--- config.mk ---
export PLATFORM = sky130hd
export DESIGN_NAME = pipe_ctrl
export DESIGN_NICKNAME = d
export VERILOG_FILES = /design/src/rtl/pipe_ctrl.sv
export SDC_FILE = /design/constraint.sdc
export NUM_CORES = 1
export LEC_CHECK = 0
export CAP_MARGIN = 15
export CORE_MARGIN = 5
export CORE_UTILIZATION = 51
export CTS_CLUSTER_DIAMETER = 40
export CTS_CLUSTER_SIZE = 14
export DETAILED_ROUTE_END_ITERATION = 8
export GPL_TIMING_DRIVEN = 0
export PLACE_DENSITY = 0.82
export SLEW_MARGIN = 20
export SYNTH_ARGS = -nofsm -noshare
export SYNTH_HDL_FRONTEND = slang
export SYNTH_SLANG_ARGS = --single-unit
--- constraint.sdc ---
create_clock -name CLK -period 3.15 [get_ports CLK]
set_input_delay 0.315 -clock CLK [delete_from_list [all_inputs] [get_ports CLK]]
set_output_delay 0.315 -clock CLK [all_outputs]
set_load 0.01 [all_outputs]
--- src/rtl/pipe_ctrl.sv ---
// Pipeline hazard / memory-wait controller.
// Produces freeze, flush and bubble controls for a 5-stage pipe, sequences
// multi-cycle MEM-stage accesses, and keeps saturating event counters.
//
// state | meaning
// ------+------------------------------------------------------------
// RUN   | normal flow; a MEM access freezes the pipe in this same cycle
// MWAIT | access in progress; wcnt counts the remaining freeze cycles
module pipe_ctrl #(
  parameter int unsigned MEM_WAIT = 4,
  parameter bit          FWD_EN   = 1'b0
) (
  input  logic        CLK,
  input  logic        RST,
  input  logic        id_valid,
  input  logic [3:0]  id_src1,
  input  logic [3:0]  id_src2,
  input  logic        id_two_src,
  input  logic [3:0]  exe_dest,
  input  logic        exe_wb_en,
  input  logic        exe_mem_read,
  input  logic [3:0]  mem_dest,
  input  logic        mem_wb_en,
  input  logic        branch_taken,
  input  logic        mem_req,
  output logic        freeze_if,
  output logic        flush_if,
  output logic        bubble_id,
  output logic        freeze_all,
  output logic        mem_done,
  output logic        state,
  output logic [15:0] hz_cnt,
  output logic [15:0] mw_cnt,
  output logic [15:0] fl_cnt
);

  typedef enum logic {RUN = 1'b0, MWAIT = 1'b1} state_t;

  // The RUN cycle that accepts the access is the first freeze cycle,
  // so the timer is loaded with one less than the full wait.
  localparam bit          WAIT_EN   = (MEM_WAIT != 0);
  localparam int unsigned WAIT_M1   = WAIT_EN ? MEM_WAIT - 1 : 0;
  localparam logic [3:0]  WAIT_LOAD = WAIT_M1[3:0];

  state_t     st_q;
  logic [3:0] wcnt;
  logic       hazard;
  logic       ex_hit1, ex_hit2, mem_hit1, mem_hit2;

  assign state = st_q;

  // Source/destination match; with forwarding only a load in EX can stall.
  always_comb begin
    ex_hit1  = exe_wb_en && (exe_dest == id_src1);
    ex_hit2  = exe_wb_en && (exe_dest == id_src2);
    mem_hit1 = mem_wb_en && (mem_dest == id_src1);
    mem_hit2 = mem_wb_en && (mem_dest == id_src2);
    if (FWD_EN) begin
      hazard = id_valid && exe_mem_read && (ex_hit1 || (id_two_src && ex_hit2));
    end else begin
      hazard = id_valid && (ex_hit1 || mem_hit1 ||
                            (id_two_src && (ex_hit2 || mem_hit2)));
    end
  end

  // Pipeline controls; memory wait dominates, then branch, then hazard.
  always_comb begin
    freeze_all = 1'b0;
    mem_done   = 1'b0;
    if (!RST) begin
      if (st_q == RUN) begin
        if (mem_req) begin
          if (WAIT_EN) freeze_all = 1'b1;
          else         mem_done   = 1'b1;
        end
      end else if (wcnt != 4'd0) begin
        freeze_all = 1'b1;
      end else begin
        mem_done = 1'b1;
      end
    end
    freeze_if = !RST && (freeze_all || (hazard && !branch_taken));
    bubble_id = !RST && !freeze_all && (hazard || branch_taken);
    flush_if  = !RST && !freeze_all && branch_taken;
  end

  // Memory-wait sequencer with its down-counting timer.
  always_ff @(posedge CLK) begin
    if (RST) begin
      st_q <= RUN;
      wcnt <= 4'd0;
    end else begin
      case (st_q)
        RUN: begin
          if (mem_req && WAIT_EN) begin
            wcnt <= WAIT_LOAD;
            st_q <= MWAIT;
          end
        end
        MWAIT: begin
          if (wcnt != 4'd0) wcnt <= wcnt - 4'd1;
          else              st_q <= RUN;
        end
        default: st_q <= RUN;
      endcase
    end
  end

  // Saturating event counters.
  always_ff @(posedge CLK) begin
    if (RST) begin
      hz_cnt <= 16'd0;
      mw_cnt <= 16'd0;
      fl_cnt <= 16'd0;
    end else begin
      if (freeze_if && !freeze_all && (hz_cnt != 16'hFFFF)) hz_cnt <= hz_cnt + 16'd1;
      if (freeze_all && (mw_cnt != 16'hFFFF))               mw_cnt <= mw_cnt + 16'd1;
      if (flush_if && (fl_cnt != 16'hFFFF))                 fl_cnt <= fl_cnt + 16'd1;
    end
  end

endmodule

; ---- After elaboration in Yosys (flattened, before gate mapping)
; Index checks and enable logic that the tools add are counted.
[totals]
ff_bits = 53
in_bits = 25
[op_classes]
n_addsub = 4
n_eq_ne = 9
n_mux = 11
bitwise_logic = 1
n_reduce_logical = 25
[op_table]
columns = op, count
row1 = $add A16 B1 Y16 const B, 3
row2 = $ne A16 B16 Y1 const B, 3
row3 = $eq A4 B4 Y1, 4
row4 = $logic_and A1 B1 Y1, 15
row5 = $mux W4, 2
row6 = $pmux W4 S2, 1
row7 = $mux W1, 7
row8 = $logic_or A1 B1 Y1, 5
row9 = $reduce_bool A4 Y1, 1
row10 = $sub A4 B1 Y4 const B, 1
row11 = $logic_not A1 Y1, 3
row12 = $ne A2 B1 Y1 const B, 1
row13 = $ne A2 B2 Y1 const B, 1
row14 = $pmux W1 S2, 1
row15 = $reduce_and A2 Y1, 1
row16 = $not A1 Y1, 1

; ---- Logic depth before layout (Yosys ltp)
; Gate-level depths: netlist of run 1.
[depth]
word_depth = 11
ltp_mapped = 11

; ---- Worst setup path before layout of run 1
; Ideal clock, no wire load.
[synth_timing]
kind = register to register
startpoint = reg wcnt[0]
endpoint = reg hz_cnt[5]
setup_ns = 0.121
t_arrival_ns = 1.945
required_time_ns = 3.029
slack_ns = 1.083
path_stages_with_launch = 11
cell_sequence = dfxtp_1 > inv_1 > ha_1 > and4bb_1 > or2_1 > buf_4 > nand3_2 > a211oi_2 > buf_6 > nand3_1 > mux2_4
[synth_via]
elab_chain_len = 8
elab_cells_between_ends = 9
[synth_lines]
columns = item, line
row1 = from (decl), 46  ; logic [3:0] wcnt;
row2 = from (signal assigned), 101  ; if (wcnt != 4'd0) wcnt <= wcnt - 4'd1;
row3 = $reduce_bool A4 Y1 *, 76  ; end else if (wcnt != 4'd0) begin
row4 = $mux W1 *, 76
row5 = $mux W1 *, 71  ; if (st_q == RUN) begin
row6 = $mux W1 *, 70  ; if (!RST) begin
row7 = $logic_or A1 B1 Y1, 82  ; freeze_if = !RST && (freeze_all || (hazard && !branch_taken));
row8 = $logic_and A1 B1 Y1, 82
row9 = $logic_and A1 B1 Y1 * (2 in a row), 116  ; if (freeze_if && !freeze_all && (hz_cnt != 16'hFFFF)) hz_cnt <= hz_cnt + 16'd1;
row10 = to (signal assigned), 116
row11 = to (decl), 32  ; output logic [15:0] hz_cnt,
; Every way passes the cells marked *; elsewhere a longest branch is shown, timed or not.
; A chain may end at the register's enable or synchronous reset.

; ---- Worst setup path after layout of run 1
[layout_timing]
startpoint = reg wcnt[0]
endpoint = out freeze_if
[layout_via]
elab_chain_len = 6
[layout_lines]
columns = item, line
row1 = $reduce_bool A4 Y1, 76
row2 = $mux W1, 76
row3 = $mux W1, 71
row4 = $mux W1, 70
row5 = $logic_or A1 B1 Y1, 82
row6 = $logic_and A1 B1 Y1, 82
row7 = to (decl), 26  ; output logic freeze_if,
; Every way passes these cells.

==> results of run 1 <==
-- per-layer routing --
metal / part of all wire (%) / wire [um]
met5: 0 / 0
met2: 44 / 2890
met3: 6.0 / 391
met4: 1.5 / 99
met1: 48 / 3135
-- registers in the layout, indices dropped and copies added, names as in the netlist --
register	cells
fl_cnt	16
hz_cnt	16
mw_cnt	16
wcnt	4
state	1
-- final timing paths --
kind,startpoint,endpoint,slack [ns],cells past startpoint
min reg2reg,wcnt[2],wcnt[2],0.51,2
min,wcnt[2],wcnt[2],0.51,2
max reg2reg,wcnt[0],fl_cnt[6],0.78,10
max,wcnt[0],freeze_if,0.33,8
-- critical path, stage by stage (launching register included) --
cell and delay [ns]:
dfxtp_1 0.36, inv_1 0.07, ha_1 0.22, and4bb_1 0.21
or2_1 0.20, buf_4 0.17, nor2_1 0.27, a31o_2 0.17
clkdlybuf4s50_1 0.54
-- final cells by class --
cell class	instances	area share (%)
multi-input cells	256	43.67
flip-flops and latches	53	28.25
repair buffers	77	20.52
well taps	72	2.398
clock buffers	6	1.932
plain buffers	12	1.732
inverters	11	1.099
clock inverters	2	0.3997
-- cell usage after synthesis (all sizes together) --
master	count
a41oi	1
ha	4
xnor2	18
dfxtp	53
nand2	18
a211oi	3
clkbuf	6
o211ai	1
nand2b	1
a41o	1
and4	5
and3	11
a31o	5
a311oi	3
inv	11
nor2b	9
a21oi	15
and4bb	1
xor2	22
or3	6
a211o	1
mux2i	3
a21o	2
nand3	27
buf	6
nand4b	1
and2	3
nand4	7
a31oi	3
or2	1
nor4b	1
nand3b	1
nor3	10
a2111oi	1
nor4	5
mux2	6
or2b	1
o21ai	8
nor2	51
-- through the flow --
| stage | utilization [%] | hold slack, ns | std cells |
|---|---|---|---|
| 6_report | 69.06 | 0.5119 | 489 |
| 5_1_grt | 69.06 | 0.5576 | 489 |
| 4_1_cts | 69.06 | 0.5169 | 489 |
| 3_5_place_dp | 67.45 | 0.5002 | 481 |
| 3_3_place_gp | 67.45 | 0.4827 | 481 |
| 2_1_floorplan | - | 0.4632 | 332 |
-- kinds of logic (layout without fill, tap and decap cells) --
| logic type | after synthesis | after routing | share of synthesized area, % |
|---|---|---|---|
| XOR/XNOR | 40 | 40 | 12.48 |
| AO/OA/AOI/OAI | 44 | 44 | 11.10 |
| flip-flops | 53 | 53 | 37.79 |
| adder cells (fa/ha/maj) | 4 | 4 | 1.783 |
| multiplexers | 9 | 9 | 3.743 |
| AND/OR/NAND/NOR | 159 | 159 | 29.32 |
| buffers and inverters | 23 | 108 | 3.788 |
-- power by group --
group | internal [mW] | total [mW] | switching, mW
clock | 0.157 | 0.377 | 0.220
combinational | 0.0895 | 0.175 | 0.0852
sequential | 0.683 | 0.697 | 0.0139
total | 0.929 | 1.25 | 0.319
-- placed cells by master (no fill, tap or decap), types with 2 or more instances in the layout --
| master | n |
|---|---|
| clkbuf_1 | 7 |
| and2_1 | 3 |
| and3_1 | 10 |
| nor2b_1 | 9 |
| clkinvlp_4 | 2 |
| buf_6 | 2 |
| mux2_2 | 4 |
| nor4_1 | 5 |
| nand2_1 | 18 |
| a21o_2 | 2 |
| xor2_1 | 22 |
| ha_1 | 4 |
| nand3_2 | 2 |
| a31o_2 | 4 |
| nor3_1 | 10 |
| nand4_1 | 7 |
| or3_1 | 6 |
| nor2_1 | 51 |
| a311oi_1 | 3 |
| mux2_4 | 2 |
| and4_1 | 5 |
| clkbuf_8 | 5 |
| a21oi_1 | 15 |
| a31oi_1 | 3 |
| buf_1 | 2 |
| xnor2_1 | 18 |
| mux2i_1 | 3 |
| o21ai_0 | 8 |
| nand3_1 | 25 |
| inv_1 | 11 |
| a211oi_1 | 2 |
| clkdlybuf4s50_1 | 77 |
| dfxtp_1 | 53 |
==> results.cfg, run 1 <==
[run_status]
outcome = completed

[floorplan]
pin_count = 79
die_y_um = 84.20
core_area_um2 = 5439
die_area_um2 = 7089
num_rows = 27
start_util_pct = 51.62
die_x_um = 84.20

[final_layout]
regArea_um2 = 1061
fillers = 472
multi_input_area_um2 = 1640
area_growth_pct = 33.78
n_antenna_cell = 0
finalInstanceArea_um2 = 3756
drive_above_1_share_pct = 7.194
final_nets = 445

[yosys]
yosysTopAreaCellShare_pct = 37.79
syn_area_per_cell_um2 = 8.457
synthesis.area_um2 = 2808
synth_top_cell_by_area = dfxtp_1
syn_inst = 332
synth-seq-cells = 53
yosysSeqAreaShare_pct = 37.79
yosysUniqueCellTypes = 47
synth_fp_nets = 361
ys_top_cells_by_area = dfxtp_1 38%, xor2_1 6.9%, nor2_1 6.8%
synth_warnings = 0

[critical_path]
worst_ep_arrival_time_ns = 2.51
cp.required_ns = 2.83
crit_path_start_kind = register
criticalPathCategory = reg2out
critPathMaxFanout = 9
cp-end-kind = primary output

[timing]
fmax_ghz = 0.3546
drv_slew = 0
finalHoldViolations = 0
fin_crit_ns = 2.820
fin_skew_ns = 0.005951
final-setup-viol-count = 0
tightest_slew_ns = 0.6525
fin_ws_ns = 0.3299
slew_headroom_pct = 56.17
grt_setup_unrepaired = no
setup_tns_ns = 0
fin_crit_sh_pct = 89.53

[clock_network]
root_buffer = clkbuf_8
cts_made_buffers = 5
postCtsSetupBuffers = 0
cts_resized = 0
clk_path_buf_depth = 2
cts.clk_slew.worst_paths_ns = 0.09
hold_buffers = 0
ctsHtreeMaxLevel = 2
cts_tree = built
clkLatencyLatePin_ns = 0.30
cts_sinks = 53

[pwr]
power_mw = 1.248
power-per-cell-area_nw_per_um2 = 332.3
power.leakage_nw = 1.326
peakVddDrop_uv = 227.3

[global_routing]
gr-total-overflow = 0
grt_pass1_vias = 2484
grt_max_degree = 17
use_met3_pct = 5.103
track_usage_pct = 19.19
gr-usage-met1_pct = 26.30
grt_busiest_layer = met2
grtUsageMet2_pct = 29.77
grt_pass1_wl_um = 11500
antenna_found_initial = 0

[drt]
postRouteAntennaNets = 0
dr.pass1.iters = 4
drtIter0Drc = 119
dr_total_vias = 2623
viasPerCell = 5.364
routed_wl_um = 6516
drc = 0
wl_per_cell_um = 13.33

[hold_path]
hold_class = reg2reg

[placement]
dp_slack_ns = 0.4229
gp_congestion = 0.9011
placed_area_um2 = 3669
portBuffers = 77
hpwl_um = 4945

[job]
cap_viol_max_count = 0
(Power assumes the default switching activity.)
==> run 2: changes to the inputs <==
--- a/config.mk
+++ b/config.mk
@@ -6,13 +6,12 @@
 export NUM_CORES = 1
 export LEC_CHECK = 0
 export CAP_MARGIN = 15
-export CORE_MARGIN = 5
-export CORE_UTILIZATION = 51
+export CORE_UTILIZATION = 48
 export CTS_CLUSTER_DIAMETER = 40
 export CTS_CLUSTER_SIZE = 14
 export DETAILED_ROUTE_END_ITERATION = 8
 export GPL_TIMING_DRIVEN = 0
-export PLACE_DENSITY = 0.82
+export PLACE_DENSITY = 0.78
 export SLEW_MARGIN = 20
 export SYNTH_ARGS = -nofsm -noshare
 export SYNTH_HDL_FRONTEND = slang
==> constraint.sdc (replaced) <==
create_clock -name CLK -period 2.9 [get_ports CLK]
set_input_delay 0.29 -clock CLK [delete_from_list [all_inputs] [get_ports CLK]]
set_output_delay 0.29 -clock CLK [all_outputs]
set_load 0.01 [all_outputs]
==> run 2 against run 1 <==
Effect of this change:
- sequential cell count stayed put
- clock-buffer cell count is 1 lower
- via count is 0.46% lower
- worst hold slack worse by 0.0043 ns
- cell area is 1.3% higher
- clock power is 54% higher
- first-iteration DRC count is 34% lower
- core utilization is 0.80 points lower
- critical path depth is 1 lower
- sequential share of layout area is 0.36 points lower
- register-to-register slack worse by 0.33 ns
==> results.cfg, run 2 (same netlist as run 1, synthesis figures left out) <==
[final_layout]
drive_above_1_share_pct = 7.674
final_nets = 445
n_antenna_cell = 0
reg_top3 = fl_cnt x16, hz_cnt x16, mw_cnt x16
finish.utilization_pct = 68.26
mostFrequentLayoutCell = clkdlybuf4s50_1
final_cell_mix = 77 x clkdlybuf4s50_1, 53 x dfxtp_1, 50 x nor2_1, 25 x nand3_1, 22 x xor2_1
final_cells = 489
fillers = 484
finalInstanceArea_um2 = 3805
area_growth_pct = 35.52

[clock_network]
hold_buffers = 0
cts_made_buffers = 5
root_buffer = clkbuf_8
cts_sinks = 53
cts.clk_slew.worst_paths_ns = 0.09
clkLatencyLatePin_ns = 0.31
ctsHtreeMaxLevel = 2
clk_path_buf_depth = 2
cts_tree = built

[pwr]
switching_share_pct = 22.59
power-per-cell-area_nw_per_um2 = 401.2
seqPwrFrac_pct = 49.5
p_comb_share_pct = 12.5
peakVddDrop_uv = 254.3
p_sw_mw = 0.3449
power_mw = 1.527
clkPwrFrac_pct = 37.9
power.leakage_nw = 1.357
internal_power_mw = 1.182

[critical_path]
cp.required_ns = 2.61
cp-end-kind = primary output
path_cells = clkdlybuf4s50_1 > xor2_1 > nor3_1 > a31oi_1 > nand2_1 > a31o_2 > clkdlybuf4s50_1
worst_ep_arrival_time_ns = 2.41
critPathMaxFanout = 3
criticalPathCategory = in2out
cpPeakStageDelay_ns = 0.52
crit_buf_inv = 2
cp.depth = 7
ff2ff_path_depth = 10
crit_path_start_kind = input port
crit_path_frequent_cell = clkdlybuf4s50_1
path_delay_family = buffers and inverters
crit_slowest_cell = clkdlybuf4s50_1

[timing]
fin_crit_sh_pct = 93.20
grt_setup_unrepaired = no
fin_skew_ns = 0.008571
fin_crit_ns = 2.703
finalHoldViolations = 0
setup_tns_ns = 0
drv_slew = 0
hold_ws_ns = 0.5076
final-setup-viol-count = 0
fin_ws_ns = 0.1971
tightest_slew_ns = 0.6991
fmax_ghz = 0.3700
slew_headroom_pct = 53.04

[drt]
met3WireLength_um = 355
routed_wl_um = 6684
dr.pass1.iters = 5
wl_per_cell_um = 13.67
wl_met1_um = 3208
drtIter0Drc = 78
top_layer_used = met4
viasPerCell = 5.339
postRouteAntennaNets = 0
dr_total_vias = 2611
dr_wl_met2_um = 3053
drc = 0

[global_routing]
grt_pass1_vias = 2370
grt_max_degree = 17
antenna_found_initial = 0
track_usage_pct = 22.50
grt_pass1_wl_um = 11030
gr-total-overflow = 0

[floorplan]
start_util_pct = 50.37
die_x_um = 78.48
core_area_um2 = 5574
die_area_um2 = 6159
num_rows = 27
pin_count = 79
die_y_um = 78.48

[placement]
dp_slack_ns = 0.1756
gp_congestion = 0.7893
hpwl_um = 5018
place_inst = 481
placed_area_um2 = 3669
portBuffers = 77

[job]
cap_viol_max_count = 0

[hold_path]
holdPathStages = 2
hold_class = reg2reg

[run_status]
outcome = completed
run 2: changes by cell type in the layout (fill, tap and decap cells not counted), sizes merged:
cell	change
bufinv	+2
clkbuf	-1
clkinv	+1
clkinvlp	-2
run 2: what timing repair did:
action                                  CTS  global route
setup buffers                             0             0
gates resized for setup                   0             1
endpoints found under the setup margin    0             1
run 2: tightest hold or removal path, stage by stage (launching register included):
cell	delay (ns)
dfxtp_1	0.33
inv_1	0.08
a211oi_1	0.06
run 2: final timing paths:
path / from / to / slack (ns)
hold reg to reg: wcnt[0] / wcnt[0] / 0.51
setup reg to reg: wcnt[0] / fl_cnt[6] / 0.45
hold / removal: wcnt[0] / wcnt[0] / 0.51
setup / recovery: mem_dest[2] / freeze_if / 0.20
run 2: power groups by stage:
stage | registers [mW] | clock network (mW) | logic (mW)
global placement | 0.773 | 0 | 0.186
floorplan | 0.775 | 0 | 0.0973
detailed placement | 0.773 | 0 | 0.190
global route | 0.759 | 0.619 | 0.210
finish | 0.756 | 0.579 | 0.191
CTS | 0.756 | 0.593 | 0.192
run 2: area by class of cell:
class | instances | area (um^2) | share of cell area (%)
inverters | 11 | 41.29 | 1.085
well taps | 72 | 90.09 | 2.368
clock buffers | 5 | 68.82 | 1.809
clock inverters | 3 | 65.06 | 1.710
plain buffers | 12 | 65.06 | 1.710
multi-input cells | 256 | 1643 | 43.18
repair buffers | 77 | 770.7 | 20.26
flip-flops and latches | 53 | 1061 | 27.89
run 2: per-layer routing:
metal | vias to the layer above | GRT usage, %
met2 | 71 | 38.51
met3 | 6 | 4.302
li1 | 1326 | -
met5 | - | 0
met4 | 0 | 6.111
met1 | 1208 | 28.75
==> run 3: changes to the inputs <==
--- a/config.mk
+++ b/config.mk
@@ -5,13 +5,14 @@
 export SDC_FILE = /design/constraint.sdc
 export NUM_CORES = 1
 export LEC_CHECK = 0
+export ABC_AREA = 1
 export CAP_MARGIN = 15
-export CORE_UTILIZATION = 48
+export CORE_UTILIZATION = 50
 export CTS_CLUSTER_DIAMETER = 40
 export CTS_CLUSTER_SIZE = 14
 export DETAILED_ROUTE_END_ITERATION = 8
 export GPL_TIMING_DRIVEN = 0
-export PLACE_DENSITY = 0.78
+export PLACE_DENSITY = 0.79
 export SLEW_MARGIN = 20
 export SYNTH_ARGS = -nofsm -noshare
 export SYNTH_HDL_FRONTEND = slang
==> run 3 against run 2 <==
Effect of this change:
- via count grew 28%
- core utilization grew 0.15 points
- routed wire length grew 18%
- largest power group unchanged
- die area grew 9.1%
- critical path depth shrank 2
==> results.cfg, run 3 <==
[yosys]
yosysUniqueCellTypes = 36
syn_inst = 479
synth_edf_count = 0
yosysTopAreaCellShare_pct = 33.18
synth_most_common_cell = nand2_1
synth_top_cell_by_area = dfxtp_1
ys_top_cells_by_area = dfxtp_1 33%, nand2_1 11%, nor2_1 7.2%
yosysSeqAreaShare_pct = 33.18
ys.flop_type = dfxtp_1
synth_fp_nets = 508
syn_area_per_cell_um2 = 6.677
synth-seq-cells = 53
synth_warnings = 0
synth_common_cells = 95 x nand2_1, 61 x nor2_1, 60 x inv_1
synthesis.area_um2 = 3198
async_reset_ff_share_pct = 0

[placement]
hpwl_um = 6073
portBuffers = 77
gp_congestion = 0.8708
place_inst = 631

[critical_path]
worstReg2RegEnd = hz_cnt[8]
crit_end = mem_done
cp.required_ns = 2.61
rrSetupSlack_ns = 0.85
ff2ff_path_depth = 9
worst_ep_arrival_time_ns = 2.27
critPathMaxFanout = 10
startpoint = RST
worstReg2RegStart = hz_cnt[0]
criticalPathCategory = in2out
crit_path_start_kind = input port
cp-end-kind = primary output

[pwr]
power-per-cell-area_nw_per_um2 = 339.0
switching_share_pct = 27.37
peakVddDrop_uv = 188.9
internal_power_mw = 1.021
power.leakage_nw = 1.567
clkPwrFrac_pct = 29.3
p_sw_mw = 0.3848
seqPwrFrac_pct = 53.9
p_comb_share_pct = 16.8

[timing]
fin_skew_ns = 0.01200
fin_crit_ns = 2.564
tightest_slew_ns = 0.4947
finalHoldViolations = 0
fmax_ghz = 0.3900
drv_slew = 0
setup_tns_ns = 0
slew_headroom_pct = 67.02
fin_crit_sh_pct = 88.42
grt_setup_unrepaired = no
final-setup-viol-count = 0

[drt]
viasPerCell = 5.216
drtIter0Drc = 127
dr.pass1.iters = 4
dr_total_vias = 3333
wl_per_cell_um = 12.34
drc = 0
routed_wl_um = 7885
postRouteAntennaNets = 0

[global_routing]
grt_max_degree = 16
grt_pass1_vias = 3014
track_usage_pct = 25.26
grt_pass1_wl_um = 13370
antenna_found_initial = 0
gr-total-overflow = 0

[final_layout]
drive_above_1_share_pct = 6.383
mostFrequentLayoutCell = nand2_1
n_antenna_cell = 0
final_cell_mix = 95 x nand2_1, 77 x clkdlybuf4s50_1, 61 x nor2_1, 60 x inv_1, 53 x dfxtp_1
reg_top3 = fl_cnt x16, hz_cnt x16, mw_cnt x16
area_growth_pct = 29.66
final_nets = 592
fillers = 570
final_cells = 639

[floorplan]
die_area_um2 = 6720
die_x_um = 81.98
num_rows = 28
core_area_um2 = 6061
die_y_um = 81.98
start_util_pct = 52.77
pin_count = 79

[clock_network]
clkLatencyLatePin_ns = 0.31
cts_sinks = 53
cts.clk_slew.worst_paths_ns = 0.09
cts_resized = 0
ctsHtreeMaxLevel = 2
postCtsSetupBuffers = 0
cts_tree = built
hold_buffers = 0
root_buffer = clkbuf_8
cts_made_buffers = 5
clk_path_buf_depth = 2

[hold_path]
hold_class = reg2reg
hp-start = fl_cnt[8]

[job]
cap_viol_max_count = 0

[run_status]
outcome = completed
## run 3: cell types whose count changed after synthesis, moves of 8 or more
cell,change
xnor2_1,-8
and3_1,-10
nor2_1,+10
o21ai_0,+22
nand2_1,+77
inv_1,+49
nor2b_1,-9
a21oi_1,+20
xor2_1,-11
nand3_1,+18
## run 3: worst min-delay path by stage
stage,end,slack [ns],depth (start not counted)
global placement,wcnt[0],0.47,3
detailed placement,wcnt[3],0.48,2
CTS,fl_cnt[8],0.50,2
global route,wcnt[3],0.53,2
finish,fl_cnt[8],0.50,2
floorplan,wcnt[0],0.45,3
## run 3: power by group through the flow
stage	clock network [mW]	registers, mW	logic [mW]
2_1_floorplan	0	0.775	0.138
3_3_place_gp	0	0.773	0.231
3_5_place_dp	0	0.774	0.236
4_1_cts	0.421	0.757	0.238
5_1_grt	0.451	0.760	0.262
6_report	0.412	0.758	0.236
## run 3: critical path: stages
cell	delay [ns]
clkdlybuf4s50_1	0.58
buf_2	0.33
clkbuf_1	0.44
nor2_1	0.13
clkdlybuf4s50_1	0.50
## run 3: layout make-up
| type | instances | area [um^2] | area share, % |
|---|---|---|---|
| repair buffers | 77 | 770.7 | 18.59 |
| multi-input cells | 352 | 1842 | 44.42 |
| clock buffers | 7 | 76.32 | 1.841 |
| inverters | 64 | 242.7 | 5.854 |
| flip-flops and latches | 53 | 1061 | 25.59 |
| well taps | 75 | 93.84 | 2.263 |
| plain buffers | 10 | 52.55 | 1.267 |
| clock inverters | 1 | 7.507 | 0.1810 |
## run 3: through the flow
stage	setup WS, ns	instance area [um^2]	utilization (%)	hold WS (ns)	power, mW
finish	0.3357	4146	68.41	0.4974	1.406
global route	0.2555	4146	68.41	0.5306	1.473
CTS	0.3090	4146	68.41	0.4995	1.415
detailed placement	0.3059	4063	67.03	0.4826	1.011
global placement	0.3345	4063	67.03	0.4683	1.004
floorplan	1.091	3198	-	0.4529	0.9130
## run 3: layer usage
layer,vias up,share of wire [%],GRT usage (%)
li1,1732,-,-
met1,1507,46,32.68
met2,88,49,43.80
met3,6,4.4,3.778
met4,0,0.60,5.789
met5,-,0,0
## run 3: cell families after synthesis
logic type | synth area share (%)
xor gates and xnor gates | 5.751
buffers and inverters | 9.233
AOI/OAI and AO/OA | 11.62
adders and majority gates | 1.565
DFF | 33.18
and+or+nand+nor | 38.65
